==> src/rtl/fp_bf16_pkg.sv <==
// Shared bfloat16 datapath definitions: operand classes, exception flag bit
// positions and format constants.
package fp_bf16_pkg;

    typedef enum logic [1:0] {
        CLS_NORM = 2'd0,
        CLS_ZERO = 2'd1,
        CLS_INF  = 2'd2,
        CLS_NAN  = 2'd3
    } bf16_class_e;

    localparam int unsigned FLG_OF = 0;
    localparam int unsigned FLG_UF = 1;
    localparam int unsigned FLG_NX = 2;

    localparam int          BF16_EXP_MAX = 255;
    localparam logic [15:0] BF16_QNAN    = 16'h7FC0;

endpackage

==> src/rtl/bf16_round_rne.sv <==
// Round-to-nearest-even on an 8-bit significand with guard and sticky bits.
// carry is set when rounding overflows the significand into bit 8.
module bf16_round_rne (
    input  logic [7:0] mant,
    input  logic       guard,
    input  logic       sticky,
    output logic [6:0] frac,
    output logic       carry
);

    logic       rnd;
    logic [8:0] m9;

    always_comb begin
        rnd   = guard & (sticky | mant[0]);
        m9    = {1'b0, mant} + {8'b0, rnd};
        carry = m9[8];
        // on carry-out m9 is 9'h100, so the fraction field is already zero
        frac  = m9[6:0];
    end

endmodule

==> src/rtl/bf16_mul_norm_round.sv <==
// bfloat16 multiply back end: normalize the raw significand product, round to
// nearest-even, resolve specials/range and pack, in a 2-stage elastic pipeline.
module bf16_mul_norm_round
    import fp_bf16_pkg::*;
#(
    parameter int          EXP_W = 10,
    parameter logic [15:0] QNAN  = BF16_QNAN
) (
    input  logic             clk,
    input  logic             clrn,
    input  logic             in_valid,
    output logic             in_ready,
    input  logic             in_sign,
    input  logic [EXP_W-1:0] in_exp,
    input  logic [15:0]      in_prod,
    input  logic [1:0]       in_class,
    output logic             out_valid,
    input  logic             out_ready,
    output logic [15:0]      out_result,
    output logic [2:0]       out_flags
);

    localparam logic signed [EXP_W:0] EXP_OVF  = BF16_EXP_MAX[EXP_W:0];
    localparam logic signed [EXP_W:0] EXP_ZERO = '0;

    logic                    s1_valid;
    logic                    s1_sign;
    logic signed [EXP_W:0]   s1_exp;
    logic [7:0]              s1_mant;
    logic                    s1_guard;
    logic                    s1_sticky;
    bf16_class_e             s1_class;

    logic                    s1_en;
    logic                    s2_en;

    logic [6:0]              r_frac;
    logic                    r_carry;
    logic signed [EXP_W:0]   exp_r;
    logic [15:0]             nxt_result;
    logic [2:0]              nxt_flags;

    assign s2_en    = !out_valid | out_ready;
    assign s1_en    = !s1_valid | s2_en;
    assign in_ready = s1_en;

    // Stage 1: single-step normalize; exponent widened by one bit so the
    // later +1 adjustments cannot wrap.
    always_ff @(posedge clk or negedge clrn) begin
        if (!clrn) begin
            s1_valid  <= 1'b0;
            s1_sign   <= 1'b0;
            s1_exp    <= '0;
            s1_mant   <= '0;
            s1_guard  <= 1'b0;
            s1_sticky <= 1'b0;
            s1_class  <= CLS_NORM;
        end else if (s1_en) begin
            s1_valid <= in_valid;
            if (in_valid) begin
                s1_sign  <= in_sign;
                s1_class <= bf16_class_e'(in_class);
                s1_exp   <= {in_exp[EXP_W-1], in_exp} + {{EXP_W{1'b0}}, in_prod[15]};
                if (in_prod[15]) begin
                    s1_mant   <= in_prod[15:8];
                    s1_guard  <= in_prod[7];
                    s1_sticky <= |in_prod[6:0];
                end else begin
                    s1_mant   <= in_prod[14:7];
                    s1_guard  <= in_prod[6];
                    s1_sticky <= |in_prod[5:0];
                end
            end
        end
    end

    bf16_round_rne u_round (
        .mant   (s1_mant),
        .guard  (s1_guard),
        .sticky (s1_sticky),
        .frac   (r_frac),
        .carry  (r_carry)
    );

    always_comb begin
        exp_r      = s1_exp + {{EXP_W{1'b0}}, r_carry};
        nxt_result = '0;
        nxt_flags  = '0;
        if (s1_class == CLS_NAN) begin
            nxt_result = QNAN;
        end else if (s1_class == CLS_INF) begin
            nxt_result = {s1_sign, 8'hFF, 7'h00};
        end else if (s1_class == CLS_ZERO) begin
            nxt_result = {s1_sign, 15'h0000};
        end else if (exp_r >= EXP_OVF) begin
            nxt_result        = {s1_sign, 8'hFF, 7'h00};
            nxt_flags[FLG_OF] = 1'b1;
            nxt_flags[FLG_NX] = 1'b1;
        end else if (exp_r <= EXP_ZERO) begin
            nxt_result        = {s1_sign, 15'h0000};
            nxt_flags[FLG_UF] = 1'b1;
            nxt_flags[FLG_NX] = 1'b1;
        end else begin
            nxt_result        = {s1_sign, exp_r[7:0], r_frac};
            nxt_flags[FLG_NX] = s1_guard | s1_sticky;
        end
    end

    // Stage 2: output register, only reloaded when it can hand off a beat.
    always_ff @(posedge clk or negedge clrn) begin
        if (!clrn) begin
            out_valid  <= 1'b0;
            out_result <= '0;
            out_flags  <= '0;
        end else if (s2_en) begin
            out_valid <= s1_valid;
            if (s1_valid) begin
                out_result <= nxt_result;
                out_flags  <= nxt_flags;
            end
        end
    end

endmodule

==> config.mk <==
export PLATFORM = sky130hd
export DESIGN_NAME = bf16_mul_norm_round
export DESIGN_NICKNAME = d
export VERILOG_FILES = /design/src/rtl/fp_bf16_pkg.sv /design/src/rtl/bf16_round_rne.sv /design/src/rtl/bf16_mul_norm_round.sv
export SDC_FILE = /design/constraint.sdc
export NUM_CORES = 1
export LEC_CHECK = 0
export BUFFER_PORTS_ARGS = -buffer_cell sky130_fd_sc_hd__clkbuf_2
export CORE_MARGIN = 1
export CORE_UTILIZATION = 49
export DETAILED_ROUTE_END_ITERATION = 12
export PLACE_DENSITY = 0.82
export REMOVE_ABC_BUFFERS = 1
export SLEW_MARGIN = 20
export SYNTH_ARGS = -nofsm -noshare
export SYNTH_HDL_FRONTEND = slang
export SYNTH_SLANG_ARGS = --single-unit
==> constraint.sdc <==
create_clock -name clk -period 2.96 [get_ports clk]
set_clock_uncertainty 0.05 [all_clocks]
set_input_delay 0.444 -clock clk [delete_from_list [all_inputs] [get_ports clk]]
set_output_delay 0.444 -clock clk [all_outputs]
set_load 0.02 [all_outputs]
==> impl_metrics.tcl, run 1 <==
set metrics [dict create \
    crit_start "s1_mant[0]" \
    h-tree-depth 2 \
    synth.avg_cell_area_um2 9.98 \
    synth_compound_gate_area_share_pct 15.0 \
    grt_max_degree 46 \
    antenna_cells 0 \
    synth_top_family_by_area "simple AND/OR/NAND/NOR gates" \
    p_leak_nw 1.35 \
    clk_pin_slew_ps 90 \
    overflow 0 \
    critPathLaunchType "flop" \
    nNetsFinal 341 \
    wirelength_mm 5.33 \
    vias 2010 \
    path_depth 13 \
    die_h_um 72.7 \
    vdd_ir_drop_max_v 0.000280 \
    layout_common_cells "clkbuf_2 (52), dfrtp_1 (45), nand2_1 (35)" \
    yosysSeqAreaShare_pct 46.0 \
    clock_latency_ps 300 \
    fin_total_pwr_mw 1.63 \
    crit_fanout 8 \
    grt_pass1_wl_mm 8.53 \
    grt.total_usage_pct 20.9 \
    period_minus_slack_ps 2850 \
    setup_violations 0 \
    dr.pass1.iters 4 \
    dieArea_um2 5280 \
    final_common_cell "clkbuf_2" \
    crit_buf_inv 0 \
    ys_warn_count 0 \
    report.final.slew_viol_count 0 \
    numClockSinks 45 \
    arrival_ps 3040 \
    start_util_pct 51.4 \
    fillers 403 \
    use_met2_pct 34.6 \
    clock_power_share_pct 23.6 \
    path_class "reg2reg" \
    cp_slowest_cell "o311ai_4" \
    fmax_mhz 350 \
    synth_edf_count 0 \
    antenna_found_initial 0 \
    layout-drive-gt1-share_pct 31.6 \
    clockBufferDepth 2 \
    die_x_um 72.7 \
    tightest_slew_ps 977 \
    status "finished, final reports clean" \
    finalHoldViolations 0 \
    endpoint "out_result[11]" \
    yosysTopAreaCell "dfrtp_1" \
    max_slew_margin_pct 34.9 \
    ant_nets 0 \
    yosys.area_share.adder_pct 2.56 \
    ios 54 \
    synth-xor-area-share_pct 8.18 \
    num_rows 25 \
    synthTopCellsByArea "dfrtp_1 (46%), nand2_1 (5.4%), o21ai_0 (4.3%)" \
    cellPowerDensity_nw_per_um2 545 \
    p_switching_mw 0.560 \
    synth_async_sr_flop_share_pct 100 \
    final.period_utilization_pct 96.4 \
    drv_cap 0 \
    synthMuxAreaShare_pct 5.58 \
    syn_area_um2 2450 \
    busiest_layer "met2" \
    reg2reg_depth 13 \
    grt.met1_usage_pct 27.0 \
    ys.flop_type "dfrtp_1" \
    synth_top_cell_area_share_pct 46.0 \
    r2r-end "out_result[11]" \
    worstHoldPathType "in2async" \
    viasPerCell 5.42 \
    p_comb_share_pct 27.0 \
    wl_per_cell_um 14.4 \
    cp_data_required_time_ps 3150 \
    synth-seq-cells 45 \
    crit_path_end_kind "flop" \
    clock-root-buffer "clkbuf_8" \
    io_buffers 53 \
    drt_iter0_markers 125 \
    max_stage_delay_ps 430 \
    route.detailed.drc 0 \
    gp_congestion 0.828 \
    core_area_um2 4750 \
    path_cells "and2_1, ha_1, nand3_1, nor2_2, and3_4, ha_4, ha_4, nand3_4, o21a_1, nor3_2, a21oi_4, o311ai_4, o22a_1" \
    ys_types 45 \
    crit_family "simple AND/OR/NAND/NOR gates" \
    use_met3_pct 3.73 \
    synthCells 245 \
    areaGrowthSynthToFinish_pct 22.0 \
    swShare_pct 34.5 \
    cpMostUsedCell "ha_4" \
    r2r-start "s1_mant[0]" \
    grt_pass1_vias 1913 \
    p_seq_share_pct 49.4 \
    reg2reg_slack_ps 110 \
    hpwlAfterDp_mm 3.61 \
    internal_power_mw 1.07 \
    synth-simple-area-share_pct 18.7 \
    fin_cells 371 \
    cts_hold_buf 0 \
    numCtsBuffers 5 \
    placedCellCount 362 \
    cts_tree "done" \
]
worst register-to-register path, stage by stage, from the launching register on:
cell      delay (ps)
dfrtp_1          350
and2_1           150
ha_1             160
nand3_1          140
nor2_2           130
and3_4           200
ha_4             150
ha_4             170
nand3_4          130
o21a_1           220
nor3_2           220
a21oi_4           70
o311ai_4         430
o22a_1           210
cell type report:
cell class	count	area (µm²)	area share [%]
multi-input combinational	182	1320	44.3
sequential	45	1130	37.7
timing repair buffer	63	340	11.4
tap	67	83.8	2.81
clock buffer	5	68.8	2.31
inverter	6	22.5	0.755
clock inverter	3	21.3	0.713
registers in the layout, summed over array words and instances, names as in the netlist:
| name | cells |
|---|---|
| out_result | 16 |
| s1_guard | 1 |
| s1_class | 2 |
| s1_valid | 1 |
| s1_exp | 11 |
| s1_mant | 8 |
| s1_sign | 1 |
| out_valid | 1 |
| out_flags | 3 |
| s1_sticky | 1 |
layer usage:
layer | vias up | share of wire, %
li1 | 979 | -
met1 | 955 | 45
met2 | 68 | 49
met3 | 8 | 4.2
met4 | 0 | 2.0
met5 | - | 0
power by group through the flow:
stage / Combinational (mW) / Clock [mW] / Sequential [mW]
floorplan: 0.215 / 0 / 0.848
global placement: 0.409 / 0 / 0.802
detailed placement: 0.419 / 0 / 0.808
CTS: 0.427 / 0.388 / 0.796
global route: 0.486 / 0.412 / 0.818
finish: 0.438 / 0.384 / 0.804
worst min path at each step:
stage	slack, ps	end	start
floorplan	100	out_flags[0]	clrn
global placement	410	out_result[15]	out_result[15]
detailed placement	420	s1_mant[7]	s1_mant[7]
CTS	310	s1_class[1]	clrn
global route	310	s1_sign	in_sign
finish	250	s1_exp[9]	clrn
logic make-up after synthesis:
family | after synthesis
simple gates | 92
mux | 13
compound gates | 50
fa+ha+maj | 5
buf+inv | 18
flops | 45
xor+xnor | 22
through the flow:
stage | setup WS [ps] | hold slack, ps | setup TNS, ps | area [µm²] | utilization [%]
6_report | 106 | 252 | 0 | 2980 | 62.8
5_1_grt | -33.5 | 313 | -171 | 2980 | 62.8
4_1_cts | 42.4 | 311 | 0 | 2900 | 61.1
3_5_place_dp | -184 | 417 | -1550 | 2790 | 58.7
3_3_place_gp | -18.7 | 406 | -104 | 2790 | 58.7
2_1_floorplan | 15.5 | 98.4 | 0 | 2370 | -
Yosys cell counts (all sizes together), types with 4 or more instances:
cell     n
dfrtp   45
nand2   35
o21ai   21
nor2    18
xor2    12
xnor2   10
mux2i    8
nand3    8
o22a     8
clkbuf   7
a32o     6
inv      6
nand2b   6
a21oi    5
buf      5
ha       5
mux2     5
nand4    4
nor3     4
what timing repair did:
action,4_1_cts,5_1_grt
gates resized for setup,5,14
pin swaps,4,11
setup endpoints to repair,15,18
setup buffers,0,1
Note: power is estimated with default switching activity, not from simulation.
==> inputs of run 2 (changes only) <==
- CORE_MARGIN: 1 -> 2
- CORE_UTILIZATION: 49 -> 35
- PLACE_DENSITY: 0.82 -> 0.64
==> run 2 against run 1 <==
Against the previous run:
- cell count is 8.9% higher
- worst setup slack better by 110 ps
- critical path type unchanged
- register-to-register slack better by 110 ps
- largest cell class unchanged
- highest routed layer unchanged
- final area is 3.6% higher
- largest power group unchanged
==> impl_metrics.tcl, run 2 (synthesis gave the netlist of run 1 again) <==
set metrics [dict create \
    wl_per_cell_um 12.8 \
    p_leak_nw 1.40 \
    path_class "reg2reg" \
    grt.total_usage_pct 13.6 \
    top_register "out_result" \
    antenna_cells 0 \
    die_h_um 87.6 \
    seqCellArea_um2 1130 \
    critPathLaunchType "flop" \
    crit_fanout 8 \
    tightest_slew_ps 661 \
    numClockSinks 45 \
    crit_path_end_kind "flop" \
    rsz0062_at_grt "no" \
    fillers 643 \
    numCtsBuffers 5 \
    cts_tree "done" \
    grt_max_degree 46 \
    drv_cap 0 \
    period_minus_slack_ps 2750 \
    tns_ps 0 \
    final_common_cell "clkbuf_2" \
    core_area_um2 6790 \
    start_util_pct 36.0 \
    h-tree-depth 2 \
    layout_common_cells "clkbuf_2 (52), dfrtp_1 (45), nand2_1 (35)" \
    wirelength_mm 5.18 \
    path_cells "and2_1, ha_1, nand3_1, nor2_1, and3_1, ha_2, ha_4, nand3_4, o21a_1, nor3_2, a21oi_4, o311ai_4, buf_6, o22a_1" \
    final_util_pct 45.5 \
    dr.pass1.iters 5 \
    vdd_ir_drop_max_v 0.000198 \
    placedCellCount 393 \
    timing.hold.ws_ps 73.0 \
    grt_pass1_wl_mm 8.31 \
    clockBufferDepth 2 \
    clk_pin_slew_ps 100 \
    drt_iter0_markers 109 \
    ant_nets 0 \
    reg_top3 "out_result x16, s1_exp x11, s1_mant x8" \
    max_slew_margin_pct 55.8 \
    gp_congestion 0.876 \
    viasPerCell 4.83 \
    cp_slowest_cell "dfrtp_1" \
    grt_pass1_vias 1800 \
    dieArea_um2 7670 \
    final_area_um2 3090 \
    fin_cells 404 \
    layout-drive-gt1-share_pct 31.8 \
    setup_violations 0 \
    hpwlAfterDp_mm 3.86 \
    report.final.slew_viol_count 0 \
    max_stage_delay_ps 350 \
    worstHoldPathType "in2async" \
    clock_latency_ps 300 \
    ios 54 \
    status "finished, final reports clean" \
    clock-root-buffer "clkbuf_8" \
    place_area_um2 2850 \
    vias 1952 \
    route.detailed.drc 0 \
    arrival_ps 2930 \
    cp_data_required_time_ps 3140 \
    finalHoldViolations 0 \
    overflow 0 \
    io_buffers 53 \
    fmax_mhz 364 \
    cts_hold_buf 0 \
    nNetsFinal 345 \
    fin_ws_ps 211 \
    largest_reg_flops 16 \
    pre_cts_slack_ps -107 \
    cellPowerDensity_nw_per_um2 554 \
    areaGrowthSynthToFinish_pct 26.4 \
    die_x_um 87.6 \
    multi_input_area_um2 1320 \
    fin_total_pwr_mw 1.71 \
    antenna_found_initial 0 \
    final.period_utilization_pct 92.9 \
    num_rows 30 \
]
## run 2: changes by cell type in the layout (fill, tap and decap cells not counted), sizes merged
cell / previous run / this run
buf: 11 / 15
bufinv: 0 / 1
inv: 7 / 6
## run 2: where the power goes
part	internal, mW	switching [mW]	leakage (nW)
Combinational	0.197	0.249	0.800
Clock	0.253	0.213	0.0543
Sequential	0.709	0.0913	0.542
## run 2: final timing paths
| check | cells past startpoint | slack (ps) | to | from |
|---|---|---|---|---|
| min | 1 | 70 | out_result[15] | clrn |
| max reg2reg | 14 | 210 | out_result[10] | s1_guard |
| min in group clk | 2 | 290 | s1_valid | in_valid |
| min reg2reg | 2 | 420 | out_result[15] | out_result[15] |
| max in group asynchronous | 1 | 2380 | s1_exp[3] | clrn |
| max | 14 | 210 | out_result[10] | s1_guard |
## run 2: area by class of cell
cell class	count	share of cell area [%]
multi-input combinational	182	42.7
sequential	45	36.4
timing repair buffer	67	12.6
tap	96	3.89
clock buffer	5	2.23
clock inverter	3	1.50
inverter	6	0.728
## run 2: worst max-delay path: cells and delay by family (launching register included)
| family | cells | cell delay (ps) |
|---|---|---|
| simple gates | 6 | 910 |
| compound gates | 4 | 690 |
| fa+ha+maj | 3 | 520 |
| flops | 1 | 350 |
| buf+inv | 1 | 170 |
## run 2: what timing repair did
action,in CTS,in global routing
buffers inserted,1,2
resized for setup,5,15
pin swaps,4,6
setup endpoints to repair,15,17
## run 2: metal layers
| metal | up-vias | part of all wire [%] | wire length (µm) | track usage (%) |
|---|---|---|---|---|
| met2 | 47 | 46 | 2390 | 21.6 |
| met1 | 913 | 49 | 2530 | 19.4 |
| li1 | 988 | - | - | - |
| met5 | - | 0 | 0 | 0 |
| met3 | 4 | 4.1 | 210 | 2.07 |
| met4 | 0 | 0.87 | 45 | 3.78 |
==> inputs of run 3 (changes only) <==
- CORE_UTILIZATION: 35 -> 45
- GPL_TIMING_DRIVEN: unset -> 0
- PLACE_DENSITY: 0.64 -> 0.77
==> run 3 against run 2 <==
Against the previous run:
- combinational power fell by 2%
- die area fell by 21%
- first-iteration DRC count fell by 30%
- power rose by 3.9%
- final area fell by 1.6%
- sequential power rose by 0.5%
- register-to-register slack got worse by 110 ps
- critical endpoint is now out_result[1]
- largest cell class unchanged
==> impl_metrics.tcl, run 3 (synthesis gave the netlist of run 1 again) <==
set metrics [dict create \
    status "finished, final reports clean" \
    num_rows 26 \
    arrival_ps 3000 \
    busiest_layer "met2" \
    dieArea_um2 6040 \
    ant_nets 0 \
    swShare_pct 30.4 \
    crit_fanout 7 \
    core_area_um2 5170 \
    ios 54 \
    worstHoldPathType "in2async" \
    clock_power_share_pct 30.2 \
    viasPerCell 5.21 \
    layout_common_cells "clkbuf_2 (52), dfrtp_1 (45), nand2_1 (34)" \
    grt_pass1_wl_mm 8.22 \
    route.detailed.drc 0 \
    numClockSinks 45 \
    p_leak_nw 1.37 \
    drt_iter0_markers 76 \
    clk_pin_slew_ps 80 \
    gp_congestion 0.842 \
    timing.hold.ws_ps 241 \
    nNetsFinal 338 \
    p_seq_share_pct 45.3 \
    seqCellArea_um2 1130 \
    final_common_cell "clkbuf_2" \
    grt.total_usage_pct 16.7 \
    antenna_found_initial 0 \
    finalHoldViolations 0 \
    dr.pass1.iters 4 \
    layout-drive-gt1-share_pct 32.2 \
    pre_cts_slack_ps -467 \
    start_util_pct 47.3 \
    reg_top3 "out_result x16, s1_exp x11, s1_mant x8" \
    grt_max_degree 46 \
    fillers 431 \
    grt_pass1_vias 1887 \
    grt.met1_usage_pct 20.8 \
    wirelength_mm 4.98 \
    fmax_mhz 350 \
    cts_tree "done" \
    clockBufferDepth 2 \
    die_x_um 77.7 \
    drv_cap 0 \
    period_minus_slack_ps 2860 \
    setup_violations 0 \
    top_register "out_result" \
    use_met2_pct 29.0 \
    critPathLaunchType "flop" \
    final.period_utilization_pct 96.5 \
    overflow 0 \
    reg2reg_slack_ps 100 \
    placedCellCount 356 \
    largest_reg_flops 16 \
    wl_per_cell_um 13.4 \
    clock_latency_ps 300 \
    fin_cells 371 \
    crit_path_end_kind "flop" \
    max_slew_margin_pct 37.3 \
    antenna_cells 0 \
    cp_data_required_time_ps 3100 \
    numCtsBuffers 5 \
    h-tree-depth 2 \
    tns_ps 0 \
    cellPowerDensity_nw_per_um2 585 \
    tightest_slew_ps 941 \
    areaGrowthSynthToFinish_pct 24.3 \
    report.final.slew_viol_count 0 \
    fin_ws_ps 102 \
    p_switching_mw 0.542 \
    internal_power_mw 1.24 \
    multi_input_area_um2 1350 \
    io_buffers 53 \
    p_comb_share_pct 24.5 \
    hpwlAfterDp_mm 3.59 \
    path_class "reg2reg" \
    fin_total_pwr_mw 1.78 \
    die_h_um 77.7 \
    use_met3_pct 3.14 \
    vdd_ir_drop_max_v 0.000225 \
    vias 1934 \
    clock-root-buffer "clkbuf_8" \
]
[run 3: timing repair]
action | in CTS | in global routing
setup endpoints to repair | 17 | 18
hold buffers | 0 | 0
pin swaps | 7 | 7
resized for setup | 15 | 11
setup buffers | 5 | 2
cloned | 0 | 0
[run 3: power groups by stage]
stage	combinational (mW)	sequential (mW)	clock [mW]
after floorplan	0.215	0.848	0
after global placement	0.392	0.802	0
after detailed placement	0.402	0.807	0
after CTS	0.423	0.798	0.543
after global routing	0.481	0.821	0.570
final	0.435	0.805	0.538
[run 3: critical path, cell delays in order, from the launching register on]
cell     delay, ps
dfrtp_1        410
and2_4         170
ha_2           180
nand3_2        110
nor2_4          50
and3_4         180
ha_4           170
ha_4           180
nor3_2         120
a31oi_1         70
or3_4          360
nor4_4         350
nor2b_4        110
a32o_1         250
[run 3: path summary, 6_finish.rpt]
path                                start              to  depth (start not counted)
hold reg to reg            out_result[15]  out_result[15]                          2
min in group clk                 in_valid        s1_valid                          2
hold / removal                       clrn       s1_exp[5]                          1
setup reg to reg               s1_mant[0]   out_result[1]                         13
setup / recovery               s1_mant[0]   out_result[1]                         13
max in group asynchronous            clrn     s1_class[1]                          1
[run 3: area by class of cell]
| class | count | share of cell area, % |
|---|---|---|
| clock inverter | 3 | 2.14 |
| sequential | 45 | 37.0 |
| multi-input combinational | 182 | 44.4 |
| clock buffer | 5 | 2.26 |
| timing repair buffer | 60 | 10.6 |
| inverter | 6 | 0.740 |
| tap | 70 | 2.88 |
[run 3: layer usage]
layer | up-vias | wire length [µm]
met3 | 6 | 186
met2 | 37 | 2530
met5 | - | 0
met1 | 921 | 2200
met4 | 0 | 62
li1 | 970 | -
[run 3: metrics by stage]
| stage | util, % | cell area [µm²] |
|---|---|---|
| 3_3_place_gp | 52.7 | 2730 |
| 2_1_floorplan | - | 2370 |
| 6_report | 58.8 | 3040 |
| 5_1_grt | 58.8 | 3040 |
| 4_1_cts | 57.5 | 2970 |
| 3_5_place_dp | 52.8 | 2730 |
